--- src/rtl/pattern_sequencer.sv ---
// rtl/pattern_sequencer.sv - job queue and launch scheduler for the pattern_ad9748 generator
module pattern_sequencer #(
    parameter int PAT_WIDTH    = 8,
    parameter int FIFO_DEPTH   = 4,
    parameter int BUSY_TIMEOUT = 4
) (
    input  logic                          clk,
    input  logic                          rst,
    input  logic                          cmd_valid,
    output logic                          cmd_ready,
    input  logic [PAT_WIDTH-1:0]          cmd_pat,
    input  logic [7:0]                    cmd_duty,
    input  logic [15:0]                   cmd_gap,
    input  logic [7:0]                    cmd_pulses,
    input  logic                          stop_req,
    input  logic                          flush,
    output logic                          gen_pwm_en,
    output logic [PAT_WIDTH-1:0]          gen_pat,
    output logic [7:0]                    gen_duty,
    output logic [15:0]                   gen_gap,
    output logic [7:0]                    gen_pulses,
    input  logic                          gen_busy,
    input  logic                          gen_valid,
    output logic                          seq_busy,
    output logic [$clog2(FIFO_DEPTH):0]   q_level,
    output logic                          job_done,
    output logic [15:0]                   jobs_done,
    output logic                          err_timeout
);

    localparam int AW = $clog2(FIFO_DEPTH);
    localparam int LW = AW + 1;
    localparam int TW = $clog2(BUSY_TIMEOUT + 1);

    typedef enum logic [2:0] {
        IDLE,
        LAUNCH,
        WAIT_BUSY,
        RUN,
        DRAIN
    } state_t;

    state_t state;
    state_t state_nx;

    logic [PAT_WIDTH-1:0] q_pat    [FIFO_DEPTH];
    logic [7:0]           q_duty   [FIFO_DEPTH];
    logic [15:0]          q_gap    [FIFO_DEPTH];
    logic [7:0]           q_pulses [FIFO_DEPTH];

    logic [AW-1:0] wr_ptr;
    logic [AW-1:0] rd_ptr;
    logic [TW-1:0] timer;
    logic          full;
    logic          push;
    logic          pop;
    logic          infinite;
    logic          stop_pend;
    logic          pwm_nx;
    logic          timed_out;
    logic          done;
    logic          queue_clear;

    assign full        = (q_level == LW'(FIFO_DEPTH));
    assign cmd_ready   = !full && !flush;
    assign push        = cmd_valid && cmd_ready;
    assign pop         = (state == IDLE) && (q_level != '0);
    assign infinite    = (gen_pulses == 8'd0);
    assign seq_busy    = (state != IDLE);
    // A stop that was pending when the job completes discards everything still queued.
    assign queue_clear = flush || (done && stop_pend);

    always_comb begin
        state_nx  = state;
        pwm_nx    = 1'b0;
        timed_out = 1'b0;
        done      = 1'b0;
        case (state)
            IDLE: begin
                if (q_level != '0) state_nx = LAUNCH;
            end
            LAUNCH: begin
                pwm_nx   = 1'b1;
                state_nx = WAIT_BUSY;
            end
            WAIT_BUSY: begin
                pwm_nx = infinite;
                if (gen_busy) begin
                    state_nx = RUN;
                end else if (timer == TW'(BUSY_TIMEOUT - 1)) begin
                    timed_out = 1'b1;
                    pwm_nx    = 1'b0;
                    state_nx  = IDLE;
                end
            end
            RUN: begin
                // Finite jobs already dropped enable; infinite jobs hold it until a stop arrives.
                pwm_nx = infinite && !stop_pend;
                if (gen_valid) state_nx = DRAIN;
            end
            DRAIN: begin
                if (!gen_busy && !gen_valid) begin
                    done     = 1'b1;
                    state_nx = IDLE;
                end
            end
            default: state_nx = IDLE;
        endcase
    end

    always_ff @(posedge clk) begin
        if (push) begin
            q_pat[wr_ptr]    <= cmd_pat;
            q_duty[wr_ptr]   <= cmd_duty;
            q_gap[wr_ptr]    <= cmd_gap;
            q_pulses[wr_ptr] <= cmd_pulses;
        end
    end

    always_ff @(posedge clk) begin
        if (rst) begin
            state       <= IDLE;
            gen_pwm_en  <= 1'b0;
            gen_pat     <= '0;
            gen_duty    <= '0;
            gen_gap     <= '0;
            gen_pulses  <= '0;
            wr_ptr      <= '0;
            rd_ptr      <= '0;
            q_level     <= '0;
            timer       <= '0;
            stop_pend   <= 1'b0;
            job_done    <= 1'b0;
            jobs_done   <= '0;
            err_timeout <= 1'b0;
        end else begin
            state      <= state_nx;
            gen_pwm_en <= pwm_nx;
            job_done   <= done;

            if (pop) begin
                gen_pat    <= q_pat[rd_ptr];
                gen_duty   <= q_duty[rd_ptr];
                gen_gap    <= q_gap[rd_ptr];
                gen_pulses <= q_pulses[rd_ptr];
            end

            if (push) wr_ptr <= wr_ptr + AW'(1);
            if (queue_clear) begin
                rd_ptr  <= wr_ptr;
                q_level <= LW'(push);
            end else begin
                if (pop) rd_ptr <= rd_ptr + AW'(1);
                q_level <= q_level + LW'(push) - LW'(pop);
            end

            timer <= (state == WAIT_BUSY) ? timer + TW'(1) : '0;

            if (done || timed_out) begin
                stop_pend <= 1'b0;
            end else if (stop_req && state != IDLE) begin
                stop_pend <= 1'b1;
            end

            if (timed_out) err_timeout <= 1'b1;
            if (done) jobs_done <= jobs_done + 16'd1;
        end
    end

endmodule
--- config.mk ---
export PLATFORM = sky130hd
export DESIGN_NAME = pattern_sequencer
export DESIGN_NICKNAME = d
export VERILOG_FILES = /design/src/rtl/pattern_sequencer.sv
export SDC_FILE = /design/constraint.sdc
export NUM_CORES = 1
export LEC_CHECK = 0
export ABC_CLOCK_PERIOD_IN_PS = 2500
export CORE_MARGIN = 2
export CORE_UTILIZATION = 45
export DETAILED_ROUTE_END_ITERATION = 8
export PLACE_DENSITY = 0.8
export SLEW_MARGIN = 20
export SYNTH_ARGS = -nofsm -noshare
export SYNTH_HDL_FRONTEND = slang
export SYNTH_SLANG_ARGS = --single-unit
--- constraint.sdc ---
create_clock -name clk -period 2.5 [get_ports clk]
set_clock_uncertainty 0.1 [all_clocks]
set_input_delay 0.625 -clock clk [delete_from_list [all_inputs] [get_ports clk]]
set_output_delay 0.625 -clock clk [all_outputs]
set_load 0.02 [all_outputs]
# Word-level counts from Yosys, hierarchy flattened
# Memory sizes are Yosys's and may differ from the RTL's. A register that Yosys moved wholly into a read port is not among the register bits.
# Cells that the tools add are included.
[totals] reg_bits=33 ram_bits=160 elab_cells=74 mem_count=4 latch_bits=0 out_inout_bits=64 mem_bits_ro=0
[memory_table] memory="q_gap" words=4 word_bits=16 rd=1 rd_ports_with_merged_regs=1 write_ports=1 line_no="48" text="logic [15:0] q_gap [FIFO_DEPTH];"
[memory_table] memory="q_duty" words=4 word_bits=8 rd=1 rd_ports_with_merged_regs=1 write_ports=1 line_no="47" text="logic [7:0] q_duty [FIFO_DEPTH];"
[memory_table] memory="q_pat" words=4 word_bits=8 rd=1 rd_ports_with_merged_regs=1 write_ports=1 line_no="46" text="logic [PAT_WIDTH-1:0] q_pat [FIFO_DEPTH];"
[memory_table] memory="q_pulses" words=4 word_bits=8 rd=1 rd_ports_with_merged_regs=1 write_ports=1 line_no="49" text="logic [7:0] q_pulses [FIFO_DEPTH];"
[classes] reduce_logical=23 n_mux=19 order_cmp=0 shift=0 eq_ne=10 multipliers=0 addsub=6 div=0 bitwise_logic=1
[ops] op="$add 16x1->16 const B" n=1
[ops] op="$mux 3" n=5
[ops] op="$pmux 3 s5" n=1
[ops] op="$mux 1" n=10
[ops] op="$eq 3x2->1 const B" n=3
[ops] op="$logic_not 8->1" n=1
[ops] op="$logic_and 1x1->1" n=7
[ops] op="$eq 3x3->1 const B" n=2
[ops] op="$reduce_bool 3->1" n=2
[ops] op="$reduce_or 2->1" n=3
[ops] op="$logic_not 1->1" n=5
[ops] op="$add 2x1->2 const B" n=2
[ops] op="$mux 2" n=2
[ops] op="$ne 2x2->1 const B" n=2
[ops] op="$reduce_and 4->1" n=1
[ops] op="$add 3x1->3" n=1
[ops] op="$add 3x1->3 const B" n=1
[ops] op="$eq 3x1->1 const B" n=1
[ops] op="$logic_not 3->1" n=1
[ops] op="$ne 3x3->1 const B" n=1
[ops] op="$pmux 1 s3" n=1
[ops] op="$sub 3x1->3" n=1
[ops] op="$logic_or 1x1->1" n=2
[ops] op="$ne 2x1->1 const B" n=1
[ops] op="2 further kinds" n=2

# Depth between registers and ports, before layout
# Gate-level depths: netlist of the first run.
[logic_depth] word_depth=7 mapped_depth=12 ltp_nobuf=10

# Least setup slack after synthesis of the first run
# OpenSTA, ideal clock, no wires.
[synth_timing] path_kind="reg2reg" start="register q_level[0]" end="register q_level[2]" t_arrival_ps=2436 period_less_slack_ps=2616 required_ps=2320 n_path_buf=1 setup_ps=80 slack_ps=-116 stages_incl_launch_ff=12 cell_sequence="dfxtp_1 or3_1 nand2_1 inv_2 buf_2 ha_1 inv_1 ha_1 fa_1 xnor2_1 xnor2_1 nor3b_1"
[synth_between] word_cells_on_any_way=8 classes_between="add/sub (2); eq/ne (1); reduce/logical (5)"
[synth_lines] element="start: declaration" line_no="25" text="output logic [$clog2(FIFO_DEPTH):0] q_level,"
[synth_lines] element="start signal: assignment" line_no="151" text="q_level <= LW'(push);"
[synth_lines] element="start signal: assignment" line_no="154" text="q_level <= q_level + LW'(push) - LW'(pop);"
[synth_lines] element="$reduce_bool 3->1" line_no="67" text="assign pop = (state == IDLE) && (q_level != '0);"
[synth_lines] element="$logic_and 1x1->1" line_no="67"
[synth_lines] element="net pop" line_no="56" text="logic pop;"
[synth_lines] element="$sub 3x1->3" line_no="154"
# The timed path passes the listed nets, and every way through them passes these cells.
# A chain may end at the register's enable or synchronous reset.

# Worst setup path after layout of the first run
[layout_timing] start="input flush" end="output cmd_ready"
[layout_between] elab_chain_cells=2
[layout_rtl] element="start: declaration" line_no="16" text="input logic flush,"
[layout_rtl] element="$logic_not 1->1" line_no="65" text="assign cmd_ready = !full && !flush;"
[layout_rtl] element="$logic_and 1x1->1" line_no="65"
[layout_rtl] element="end: declaration" line_no="10" text="output logic cmd_ready,"
# Every way passes these cells.

==> results.sh, run 1 <==
export IMPL_cts_sinks=233
export IMPL_cp_slowest_cell="clkdlybuf4s50_1"
export IMPL_power_density_mw_per_mm2=1060
export IMPL_switching_share_pct=29.6
export IMPL_die_y_um=143
export IMPL_avgSynthCellArea_um2=15.4
export IMPL_pwr_share_clk_pct=31.2
export IMPL_met2_usage_pct=30.3
export IMPL_yosysMostFrequentCell="edfxtp_1"
export IMPL_synth_top_area_share_pct=54.9
export IMPL_cts_tree="built"
export IMPL_setup_viol=0
export IMPL_syn_cell_area_mm2=0.00875
export IMPL_fin_nets=761
export IMPL_dieArea_mm2=0.0206
export IMPL_synth_top_area_cell="edfxtp_1"
export IMPL_ys_ff_latch=233
export IMPL_die_w_um=143
export IMPL_fillerInstances=1430
export IMPL_drt_total_wl_mm=17.9
export IMPL_synth_edf_count=160
export IMPL_hold_class="reg -> reg"
export IMPL_dp_final_hpwl_mm=11.6
export IMPL_yosysSeqAreaShare_pct=71.6
export IMPL_cts_max_path_buffers=3
export IMPL_drv_slew=0
export IMPL_utilization_pct=59.5
export IMPL_antenna_left=0
export IMPL_dr_pass1_iters=5
export IMPL_p_leak_nw=3.70
export IMPL_cp_arrival_ps=1680
export IMPL_core_mm2=0.0189
export IMPL_synth_area_top_cells="edfxtp_1 55%, dfxtp_1 17%, mux4_2 10%"
export IMPL_io_buffer_count=110
export IMPL_fin_crit_sh_pct=96.1
export IMPL_grt_max_degree=42
export IMPL_comb_power_share_pct=27.6
export IMPL_rr_worst_depth=10
export IMPL_grt_ovfl_total=0
export IMPL_cp_required_ps=1770
export IMPL_antenna_cells=0
export IMPL_wire_per_inst_um=18.2
export IMPL_hold_viol=0
export IMPL_hold_ws_ps=323
export IMPL_grt_use_total_pct=17.7
export IMPL_ys_flop_type="edfxtp_1"
export IMPL_irDropWorstVdd_mv=0.648
export IMPL_synth_distinct_cells=42
export IMPL_start_kind="input port"
export IMPL_clk_insertion_delay_late_ps=500
export IMPL_relSlewSlack_pct=48.3
export IMPL_syn_num_nets=625
export IMPL_synthCells=568
export IMPL_ioPinCount=111
export IMPL_grt_pass1_wl_mm=28.3
export IMPL_p_sw_mw=3.54
export IMPL_cp_cell_sequence="clkdlybuf4s50_1, buf_4, a21oi_1, dlygate4sd2_1"
export IMPL_initial_core_util_pct=46.3
export IMPL_root_buffer="clkbuf_16"
export IMPL_grt_pass1_vias=5499
export IMPL_busiest_layer="met2"
export IMPL_status="finished clean"
export IMPL_dp_cells=937
export IMPL_min_period_ps=2400
export IMPL_antenna_found_initial=1
export IMPL_via_count=5246
export IMPL_min_path_cells=1
export IMPL_cp_max_fo=3
export IMPL_async_flop_share_pct=0
export IMPL_critPathKind="in -> out"
export IMPL_stdcell_count=982
export IMPL_synth_common_cells="160 x edfxtp_1, 86 x nand2_1, 73 x dfxtp_1"
export IMPL_area_growth_pct=28.6
export IMPL_htreeDepth=1
export IMPL_rows=50
export IMPL_fin_setup_tns_ps=0
export IMPL_worst_slew_pin_slew_ps=776
export IMPL_internal_power_mw=8.41
export IMPL_drive_gt1_share_pct=17.7
export IMPL_yosysWarnings=0
export IMPL_place_ws_ps=-486
export IMPL_cts_inserted_buffers=24
export IMPL_vias_per_cell=5.34
export IMPL_clk_pin_slew_ps=60
export IMPL_drtIter0Drc=331
export IMPL_end_kind="output pin"
export IMPL_crit_path_max_incr_delay_ps=440
export IMPL_max_freq_mhz=416
export IMPL_cap_violations=0
export IMPL_met3_usage_pct=3.73
export IMPL_p_seq_share_pct=41.2
export IMPL_gp_congestion=0.842
export IMPL_worst_slack_ps=98.1
export IMPL_grt_use_met1_pct=22.9
export IMPL_drc_errors=0
kinds of logic (layout without fill, tap and decap cells):
family	count (synthesis)	after routing	synth area share, %
flops	233	233	71.6
fa+ha+maj	10	10	1.52
simple gates	155	155	8.50
xor+xnor	13	13	1.30
buf+inv	44	198	2.03
mux	42	42	10.5
compound gates	71	71	4.48
registers in the layout (all words and copies together) (netlist names), 8 cells and up:
name        count
gen_gap        16
gen_duty        8
jobs_done      16
q_pulses       32
q_duty         32
gen_pulses      8
q_gap          64
q_pat          32
gen_pat         8
worst paths after layout:
kind	to	startpoint	slack [ps]
min reg2reg	timer[0]	timer[0]	320
max reg2reg	q_level[2]	q_level[1]	130
min	timer[0]	timer[0]	320
max	cmd_ready	flush	100
per-stage QoR:
stage / power (mW) / area (µm²)
floorplan: 6.81 / 8750
global route: 12.6 / 11200
detailed placement: 8.28 / 10400
CTS: 12.0 / 11200
finish: 12.0 / 11200
global placement: 8.17 / 10400
repair_timing:
item                       4_1_cts  5_1_grt
pin swaps                        0        1
gates resized for setup          2        3
setup endpoints to repair        2        1
hold buffers                     0        0
setup buffers                    0        1
critical path: cells and delay by family:
family	cells	cell delay [ps]
buffers and inverters	3	950
AO/OA/AOI/OAI	1	110
layout make-up:
cell class	instances	area [µm²]	share of cell area [%]
multi-input combinational	291	2320	20.7
inverter	14	52.6	0.467
clock inverter	14	176	1.57
tap	260	325	2.89
clock buffer	30	674	6.00
timing repair buffer	140	1420	12.6
sequential	233	6270	55.8
placed cells by master (no fill, tap or decap), types with 3 or more instances in the layout:
cell             netlist  final
a21oi_1               55     55
inv_1                 13     13
xnor2_1                4      3
or3_1                  5      4
or4_1                  5      5
clkbuf_16              0     25
o31ai_1                5      5
nor2_1                20     20
buf_4                  1     22
buf_12                 0      8
nand2_1               86     85
and2_2                 0      4
clkbuf_8               0      3
clkinv_2               0      5
bufinv_16              0      4
ha_1                   9      9
nand4_1                7      7
xor2_1                 9      9
nand3_1                6      6
o21ai_0                3      3
mux4_2                40     40
edfxtp_1             160    160
clkdlybuf4s50_1        0    107
nor3_1                 3      3
dfxtp_1               73     71
power by group through the flow:
stage          logic [mW]  registers (mW)  clock network (mW)
4_1_cts              3.29            4.93                3.82
5_1_grt              3.58            4.98                4.00
3_5_place_dp         3.28            5.00                   0
6_report             3.30            4.92                3.73
3_3_place_gp         3.20            4.97                   0
2_1_floorplan        1.48            5.33                   0
routing by layer:
metal | vias up | wire length [µm]
li1 | 2411 | -
met1 | 2598 | 7300
met2 | 198 | 8780
met3 | 39 | 1430
met4 | 0 | 376
met5 | - | 0
No activity file was read; power rests on OpenSTA's default activity.
==> run 2: changes to the inputs <==
- ABC_CLOCK_PERIOD_IN_PS: 2500 -> default
- GPL_TIMING_DRIVEN: default -> 0
==> results.sh, run 2 (synthesis results as in run 1) <==
export IMPL_wire_per_inst_um=18.9
export IMPL_core_mm2=0.0189
export IMPL_drc_errors=0
export IMPL_cap_violations=0
export IMPL_clk_insertion_delay_late_ps=510
export IMPL_cts_sinks=233
export IMPL_failed_checks="negative setup slack"
export IMPL_hold_viol=0
export IMPL_grt_ovfl_total=0
export IMPL_vias_per_cell=5.30
export IMPL_multi_input_area_mm2=0.00238
export IMPL_largest_register="q_gap"
export IMPL_critPathMostFrequentCell="ha_4"
export IMPL_grt_max_degree=41
export IMPL_root_buffer="clkbuf_16"
export IMPL_cp_slowest_cell="or3_4"
export IMPL_start_kind="register"
export IMPL_fin_crit_sh_pct=100
export IMPL_finalPower_mw=12.0
export IMPL_antenna_cells=0
export IMPL_htreeDepth=1
export IMPL_via_count=5256
export IMPL_grt_pass1_vias=5411
export IMPL_mostFrequentLayoutCell="edfxtp_1"
export IMPL_hold_start="gen_duty[1]"
export IMPL_end_kind="register"
export IMPL_hold_ws_ps=352
export IMPL_layout_common_cells="160 x edfxtp_1, 106 x clkdlybuf4s50_1, 85 x nand2_1"
export IMPL_cp_top_family="adder cells"
export IMPL_drt_total_wl_mm=18.7
export IMPL_max_freq_mhz=398
export IMPL_regToRegStartpoint="q_level[0]"
export IMPL_cp_max_fo=8
export IMPL_hold_class="reg -> reg"
export IMPL_rr_worst_depth=10
export IMPL_cts_tree="built"
export IMPL_largest_reg_flops=64
export IMPL_status="finished with violations"
export IMPL_dr_pass1_iters=7
export IMPL_die_y_um=143
export IMPL_worst_slack_ps=-9.62
export IMPL_setup_viol=1
export IMPL_critPathLaunch="q_level[0]"
export IMPL_io_buffer_count=109
export IMPL_r2r_slack_ps=-10
export IMPL_initial_core_util_pct=46.3
export IMPL_antenna_left=0
export IMPL_r2r_end="q_level[2]"
export IMPL_fin_nets=771
export IMPL_drtIter0Drc=329
export IMPL_dp_final_hpwl_mm=12.1
export IMPL_cp_arrival_ps=2790
export IMPL_cts_hold_buffers=0
export IMPL_min_period_ps=2510
export IMPL_crit_buf_inv=2
export IMPL_drive_gt1_share_pct=16.5
export IMPL_clk_pin_slew_ps=60
export IMPL_cp_required_ps=2780
export IMPL_cts_inserted_buffers=24
export IMPL_power_density_mw_per_mm2=1080
export IMPL_seqCellArea_mm2=0.00627
export IMPL_crit_path_max_incr_delay_ps=410
export IMPL_cp_depth=10
export IMPL_endpoint="q_level[2]"
export IMPL_gp_congestion=0.824
export IMPL_rows=50
export IMPL_irDropWorstVdd_mv=0.726
export IMPL_antenna_found_initial=1
export IMPL_ioPinCount=111
export IMPL_p_leak_nw=3.64
export IMPL_area_growth_pct=27.3
export IMPL_fillerInstances=1443
export IMPL_cp_cell_sequence="or3_4, nand2_4, clkinv_8, ha_4, inv_2, ha_4, fa_2, xnor2_2, xnor2_1, nor3b_1"
export IMPL_relSlewSlack_pct=53.7
export IMPL_grt_use_total_pct=18.3
export IMPL_drv_slew=0
export IMPL_grt_pass1_wl_mm=28.8
export IMPL_die_w_um=143
export IMPL_dieArea_mm2=0.0206
export IMPL_critPathKind="reg -> reg"
export IMPL_worst_slew_pin_slew_ps=694
export IMPL_cts_max_path_buffers=3
[run 2: layout make-up]
cell class | count | share of cell area (%)
plain buffers | 29 | 1.08
clock buffers | 29 | 5.93
clock inverters | 15 | 1.19
inverters | 14 | 0.584
multi-input cells | 291 | 21.4
flip-flops and latches | 233 | 56.3
well taps | 260 | 2.92
repair buffers | 121 | 10.6
[run 2: metal layers]
layer  GRT usage (%)  vias to the layer above  routed length [µm]
met4            6.04                        0                 477
met5               0                        -                   0
li1                -                     2431                   -
met1            22.7                     2609                7490
met3            4.33                       37                1420
met2            31.8                      179                9340
[run 2: worst min-delay path by stage]
| stage | cells past startpoint | endpoint | slack, ps |
|---|---|---|---|
| after global routing | 1 | timer[0] | 370 |
| after detailed placement | 1 | timer[0] | 330 |
| after global placement | 1 | timer[0] | 310 |
| after CTS | 2 | gen_duty[1] | 360 |
| after floorplan | 1 | timer[0] | 300 |
| final | 2 | gen_duty[1] | 350 |
[run 2: metrics by stage]
stage	worst slack (ps)	cell area [µm²]	cells	TNS, ps	util (%)
floorplan	-87.6	8750	568	-87.6	-
global placement	-660	10200	937	-104480	53.8
detailed placement	-743	10200	937	-111550	53.8
CTS	-121	11000	980	-4790	58.1
global route	-31.7	11100	992	-31.7	58.9
finish	-9.62	11100	992	-9.62	58.9
[run 2: worst reg2reg max path, stage by stage (launching register included)]
cell and delay, ps:
dfxtp_2 360, or3_4 410, nand2_4 130, clkinv_8 80
ha_4 260, inv_2 40, ha_4 150, fa_2 370
xnor2_2 150, xnor2_1 250, nor3b_1 80
[run 2: repair_timing]
item,4_1_cts,5_1_grt
pin swaps,0,8
setup endpoints to repair,164,3
gates resized for setup,8,18
buffers inserted,0,12
[run 2: power breakdown]
part | internal (mW) | total (mW) | leakage, nW | switching [mW]
Clock | 2.09 | 3.52 | 0.393 | 1.42
Sequential | 4.64 | 4.91 | 2.05 | 0.272
Combinational | 1.60 | 3.61 | 1.20 | 2.01
==> run 3: changes to the inputs <==
- REMOVE_ABC_BUFFERS: default -> 1
==> results.sh, run 3 (synthesis results as in run 1) <==
export IMPL_status="finished with violations"
export IMPL_failed_checks="negative setup slack"
export IMPL_hold_class="reg -> reg"
export IMPL_cts_max_path_buffers=3
export IMPL_rr_worst_depth=10
export IMPL_die_w_um=143
export IMPL_grt_pass1_vias=5371
export IMPL_initial_core_util_pct=46.3
export IMPL_grt_pass1_wl_mm=28.1
export IMPL_hold_start="timer[0]"
export IMPL_gp_congestion=0.745
export IMPL_cp_arrival_ps=2820
export IMPL_start_kind="register"
export IMPL_min_period_ps=2520
export IMPL_antenna_left=0
export IMPL_mostFrequentLayoutCell="edfxtp_1"
export IMPL_wire_per_inst_um=18.9
export IMPL_clk_pin_slew_ps=60
export IMPL_cp_required_ps=2800
export IMPL_cap_violations=0
export IMPL_r2r_slack_ps=-20
export IMPL_max_freq_mhz=397
export IMPL_cts_sinks=233
export IMPL_cts_tree="built"
export IMPL_dpl_cell_area_mm2=0.0101
export IMPL_min_path_cells=1
export IMPL_die_y_um=143
export IMPL_area_growth_pct=28.1
export IMPL_worst_slew_pin_slew_ps=669
export IMPL_grt_ovfl_total=0
export IMPL_drv_slew=0
export IMPL_fin_nets=746
export IMPL_dp_final_hpwl_mm=10.5
export IMPL_grt_use_total_pct=17.5
export IMPL_rsz0062_at_grt="true"
export IMPL_fin_setup_tns_ps=-17.9
export IMPL_r2r_end="q_level[2]"
export IMPL_end_kind="register"
export IMPL_rows=50
export IMPL_root_buffer="clkbuf_16"
export IMPL_antenna_found_initial=0
export IMPL_grt_max_degree=46
export IMPL_p_leak_nw=3.64
export IMPL_cp_max_fo=5
export IMPL_regToRegStartpoint="q_level[1]"
export IMPL_critPathKind="reg -> reg"
export IMPL_setup_viol=1
export IMPL_via_count=5229
export IMPL_utilization_pct=59.3
export IMPL_drtIter0Drc=257
export IMPL_dp_cells=911
export IMPL_relSlewSlack_pct=55.4
export IMPL_drc_errors=0
export IMPL_fin_crit_sh_pct=101
export IMPL_cts_inserted_buffers=24
export IMPL_drive_gt1_share_pct=17.5
export IMPL_clk_insertion_delay_late_ps=510
export IMPL_dieArea_mm2=0.0206
export IMPL_power_density_mw_per_mm2=1110
export IMPL_ioPinCount=111
export IMPL_vias_per_cell=5.41
export IMPL_hold_viol=0
export IMPL_layout_common_cells="160 x edfxtp_1, 106 x clkdlybuf4s50_1, 85 x nand2_1"
export IMPL_core_mm2=0.0189
export IMPL_largest_reg_flops=64
export IMPL_post_route_cell_area_mm2=0.0112
export IMPL_fillerInstances=1434
export IMPL_largest_register="q_gap"
export IMPL_dr_pass1_iters=5
export IMPL_io_buffer_count=110
export IMPL_stdcell_count=967
export IMPL_min_to="timer[0]"
export IMPL_worst_slack_ps=-17.9
export IMPL_hold_ws_ps=339
export IMPL_htreeDepth=1
export IMPL_drt_total_wl_mm=18.3
export IMPL_antenna_cells=0
export IMPL_irDropWorstVdd_mv=0.897
## run 3: cell count changes in the layout (fill, tap and decap cells not counted), moves of 3 or more
cell | previous run | this run
clkbuf_1 | 23 | 5
buf_2 | 6 | 0
dfxtp_4 | 1 | 4
clkinv_1 | 4 | 0
clkinv_2 | 6 | 2
dfxtp_1 | 70 | 65
## run 3: per-layer routing
metal / vias to the layer above / track usage (%) / part of all wire (%)
li1: 2378 / - / -
met1: 2620 / 21.8 / 39
met2: 191 / 31.6 / 52
met3: 40 / 3.33 / 6.3
met4: 0 / 4.64 / 1.9
met5: - / 0 / 0
## run 3: worst max-delay path: stages (launching register included)
cell       delay (ps)
dfxtp_4           360
or3_4             430
nand2_8           130
clkinv_16          60
ha_4              260
inv_4              30
ha_4              150
fa_2              380
xnor2_2           150
xnor2_1           150
nor3b_1           220
## run 3: worst max-delay path by stage
stage | from | end | slack, ps | depth (start not counted)
floorplan | q_level[0] | q_level[2] | -990 | 10
global placement | q_level[1] | q_level[2] | -2310 | 10
detailed placement | state[0] | q_level[2] | -1060 | 10
CTS | q_level[0] | q_level[2] | -120 | 10
global route | q_level[1] | q_level[2] | -90 | 10
finish | q_level[1] | q_level[2] | -20 | 10
## run 3: repair_timing
action                                 4_1_cts  5_1_grt
setup buffers                                3        7
hold buffers                                 0        0
pin swaps                                    3        8
endpoints found under the hold margin        0        0
resized for setup                           13       19
setup endpoints to repair                   34        2
cloned                                       0        2
## run 3: through the flow
stage	setup WS [ps]	total power, mW
final	-17.9	12.4
after global routing	-92.5	13.0
after CTS	-120	12.1
after detailed placement	-1060	8.22
after global placement	-2310	7.64
after floorplan	-989	6.71
## run 3: layout make-up
| cell class | instances | area, µm² | area share [%] |
|---|---|---|---|
| clock buffers | 33 | 686 | 6.12 |
| clock inverters | 11 | 171 | 1.53 |
| inverters | 14 | 81.3 | 0.726 |
| multi-input cells | 291 | 2390 | 21.3 |
| flip-flops and latches | 233 | 6290 | 56.1 |
| well taps | 260 | 325 | 2.90 |
| repair buffers | 123 | 1240 | 11.1 |
| repair inverters | 2 | 22.5 | 0.201 |
## run 3: report_power, final
| group | leakage (nW) | switching [mW] | internal [mW] | total (mW) |
|---|---|---|---|---|
| clock network | 0.413 | 1.42 | 2.34 | 3.76 |
| registers | 2.05 | 0.370 | 4.64 | 5.01 |
| logic | 1.18 | 2.03 | 1.64 | 3.67 |
| total | 3.64 | 3.82 | 8.63 | 12.4 |
==> variant 1 (flow settings as in run 2) <==
`BUSY_TIMEOUT`: 4 -> 2.
--- a/src/rtl/pattern_sequencer.sv
+++ b/src/rtl/pattern_sequencer.sv
@@ -4,3 +4,3 @@
     parameter int FIFO_DEPTH   = 4,
-    parameter int BUSY_TIMEOUT = 4
+    parameter int BUSY_TIMEOUT = 2
 ) (
Behaviour: not the same (Yosys sat finds a counterexample within 10 cycles, from zero or initial values and one cycle with rst high).
==> variant 1 against run 2 <==
Power is 2.4% lower. Sequential cell count is 1 lower. Via count is 0.48% lower. Non-clock buffer count is 5 lower. Worst setup slack better by 93 ps. Utilization is 0.20 points lower. Wire length is 0.69% lower. Area after synthesis is 0.54% lower. First-iteration DRC count is 22% higher. Cell area is 0.67% lower.
==> variant 1: results (changes against run 2) <==
Clock network
  • Resize count post-CTS: 7 (was 8)
  • CTS Buf Count: 25 (was 24)

Route
  • Via density: 5.32 (was 5.30)
  • Avg WL per Cell: 18.9 um (about the same)

Global route
  • Total GRT Usage: 0.184 (was 0.183)
  • First-pass GRT wire length: 28.8 mm (about the same)

Critical path
  • Worst EP arrival: 2740 ps (was 2790 ps)
  • Max FO, Critical Path: 5 (was 8)

Finish
  • Fillcell total: 1439 (was 1443)
  • Finished Layout Cells: 984 (was 992)
  • Layout cells sized above 1: 0.162 (was 0.165)

STA
  • Slew Limit Headroom: 0.531 (was 0.537)
  • Slack of the critical path: 83.5 ps (was -9.62 ps)
  • Hold_ws: 354 ps (was 352 ps)

Logic synthesis
  • Largest cells by area after synthesis: edfxtp_1, dfxtp_1, mux4_2, nand2_1, a21oi_1 (unchanged)
  • Mapped Avg Cell Area: 15.4 um2 (about the same)
  • Netlist cell types: 40 (was 42)
  • Mux cell area share after synthesis: 0.106 (was 0.105)
  • Register area share after synthesis: 0.718 (was 0.716)
  • Synth Area in Adders: 0.0138 (was 0.0152)
  • Complex-gate fraction of the synthesized area: 0.0444 (was 0.0448)
  • Most frequent cells after synthesis: edfxtp_1, nand2_1, dfxtp_1 (unchanged)
  • Xor/xnor share of the synthesized area: 0.0131 (was 0.0130)

Placed design
  • Gpl congestion: 0.853 (was 0.824)
  • Detailed Place HPWL: 11.6 mm (was 12.1 mm)
  • Cell count after placement: 933 (was 937)
  • Placed Area: 10200 um2 (about the same)
  • Pre-CTS setup slack: -714 ps (was -743 ps)

Min path
  • Hold Startpoint: gen_gap[13]$_SDFFE_PP0P_ (was gen_duty[1]$_SDFFE_PP0P_)
  • Worst hold endpoint: gen_gap[13]$_SDFFE_PP0P_ (was gen_duty[1]$_SDFFE_PP0P_)

Pwr
  • Pleak: 3.60 nW (was 3.64 nW)
  • VDD IR max: 0.599 mV (was 0.726 mV)

Outcome
  • Status: finished, final reports clean (was finished with violations)
variant 1: final cells by class:
class,instances,area [um2],area share
Inverter,13,61.3,0.00554
Sequential cell,232,6250,0.566
Buffer,28,115,0.0104
Tap cell,260,325,0.0294
Clock inverter,9,75.1,0.00679
Multi-Input combinational cell,288,2350,0.213
Timing Repair Buffer,117,1170,0.105
Clock buffer,37,711,0.0643
variant 1: report_power, final:
| part | internal (mW) | switching (mW) | leakage, nW |
|---|---|---|---|
| clock | 2.07 | 1.43 | 0.386 |
| combinational | 1.45 | 1.88 | 1.17 |
| sequential | 4.61 | 0.289 | 2.04 |
| total | 8.13 | 3.61 | 3.60 |
variant 1: metal layers:
| metal | GRT usage | up-vias | share of wire |
|---|---|---|---|
| li1 | - | 2410 | - |
| met1 | 0.227 | 2592 | 0.40 |
| met2 | 0.327 | 194 | 0.52 |
| met3 | 0.0396 | 33 | 0.064 |
| met4 | 0.0511 | 2 | 0.019 |
| met5 | 0 | - | 0.00070 |
==> variant 2 (settings of run 2) <==
Without the edit above. Re-encode `state_t` (5 states) as Gray code, 3 bits wide.
--- a/src/rtl/pattern_sequencer.sv
+++ b/src/rtl/pattern_sequencer.sv
@@ -35,7 +35,7 @@
     typedef enum logic [2:0] {
-        IDLE,
-        LAUNCH,
-        WAIT_BUSY,
-        RUN,
-        DRAIN
+        IDLE      = 3'b000,
+        LAUNCH    = 3'b001,
+        WAIT_BUSY = 3'b011,
+        RUN       = 3'b010,
+        DRAIN     = 3'b110
     } state_t;
Formal check against the unedited RTL: same outputs for any inputs over 10 cycles, from zero or initial values and one cycle with rst high; not proved beyond that.
==> variant 2 against run 2 <==
Wire length fell by 2.6%. Final cell count did not move. Combinational power fell by 16%. Synthesized cell count rose by 0.35%. Sequential cell count did not move. Via count fell by 0.29%. Area after synthesis fell by 0.19%. Die area fell by 0.18%. Count of clock-buffer cells in the layout rose by 10. Power fell by 6.9%. Sequential share of layout area rose by 0.42 points. Worst setup slack improved by 60 ps. Cell area fell by 0.70%. Utilization fell by 0.41 points. Largest cell class unchanged.
==> variant 2: results (changes against run 2) <==
Global route
  • Grt met2 use: 0.317 (was 0.318)
  • Met1 usage: 0.221 (was 0.227)
  • First-pass GRT wire length: 27.8 mm (was 28.8 mm)
  • Met3 Track Usage GR: 0.0352 (was 0.0433)

Logic synthesis
  • Syn Nets: 627 (was 625)
  • Synth Area in Adders: 0.0152 (about the same)
  • Mapped Avg Cell Area: 15.3 um2 (was 15.4 um2)
  • Most frequent cells after synthesis: edfxtp_1, nand2_1, dfxtp_1 (unchanged)
  • Register area share after synthesis: 0.718 (was 0.716)
  • Xor/xnor share of the synthesized area: 0.0130 (about the same)
  • Largest cells by area after synthesis: edfxtp_1, dfxtp_1, mux4_2, nand2_1, a21oi_1 (unchanged)
  • Netlist cell types: 43 (was 42)
  • Complex-gate fraction of the synthesized area: 0.0431 (was 0.0448)
  • Mux cell area share after synthesis: 0.104 (was 0.105)

Route
  • Met3 wire length: 1.04 mm (was 1.42 mm)
  • Drt first pass iters: 5 (was 7)
  • WL met1: 7.53 mm (was 7.49 mm)
  • Detailed Route WL: 18.2 mm (was 18.7 mm)
  • Met2 WL: 9.27 mm (was 9.34 mm)
  • DRT iter0 DRCs: 291 (was 329)
  • Routed vias: 5241 (was 5256)
  • Avg WL per Cell: 18.4 um (was 18.9 um)

Clock network
  • Setup Buffers After CTS: 5 (was 0)
  • CTS Buf Count: 25 (was 24)

Finish
  • Layout cells sized above 1: 0.146 (was 0.165)

Placed design
  • Placed Area: 10200 um2 (about the same)
  • Pre-CTS setup slack: -665 ps (was -743 ps)
  • Gpl congestion: 0.846 (was 0.824)

Critical path
  • CP delay by family, top: buffers and inverters (was adder cells)
  • Largest stage delay, worst path: 610 ps (was 410 ps)

Pwr
  • Pleak: 3.57 nW (was 3.64 nW)
  • VDD IR max: 0.674 mV (was 0.726 mV)

STA
  • Worst Tran Pin Value: 682 ps (was 694 ps)

Outcome
  • Status: finished, final reports clean (was finished with violations)
## variant 2: power by group
part	switching (mW)	internal (mW)
Clock	1.37	1.98
Combinational	1.69	1.32
Sequential	0.267	4.57
Total	3.33	7.87
## variant 2: cell type report
class | instances | area (um2)
buffer | 30 | 126
clock buffer | 39 | 688
clock inverter | 6 | 53.8
fill | 1447 | 7840
inverter | 14 | 65.1
multi-input combinational | 292 | 2370
sequential | 233 | 6270
tap | 260 | 325
timing repair buffer | 118 | 1150
## variant 2: final timing paths
check / depth (start not counted) / endpoint / start / slack, ps
worst max-delay path: 3 / cmd_ready / q_level[0]$_SDFF_PP0_ / 50
worst min-delay path: 2 / gen_gap[13]$_SDFFE_PP0P_ / gen_gap[13]$_SDFFE_PP0P_ / 360
worst min register to register: 2 / gen_gap[13]$_SDFFE_PP0P_ / gen_gap[13]$_SDFFE_PP0P_ / 360
worst max register to register: 10 / q_level[2]$_SDFF_PP0_ / q_level[0]$_SDFF_PP0_ / 120
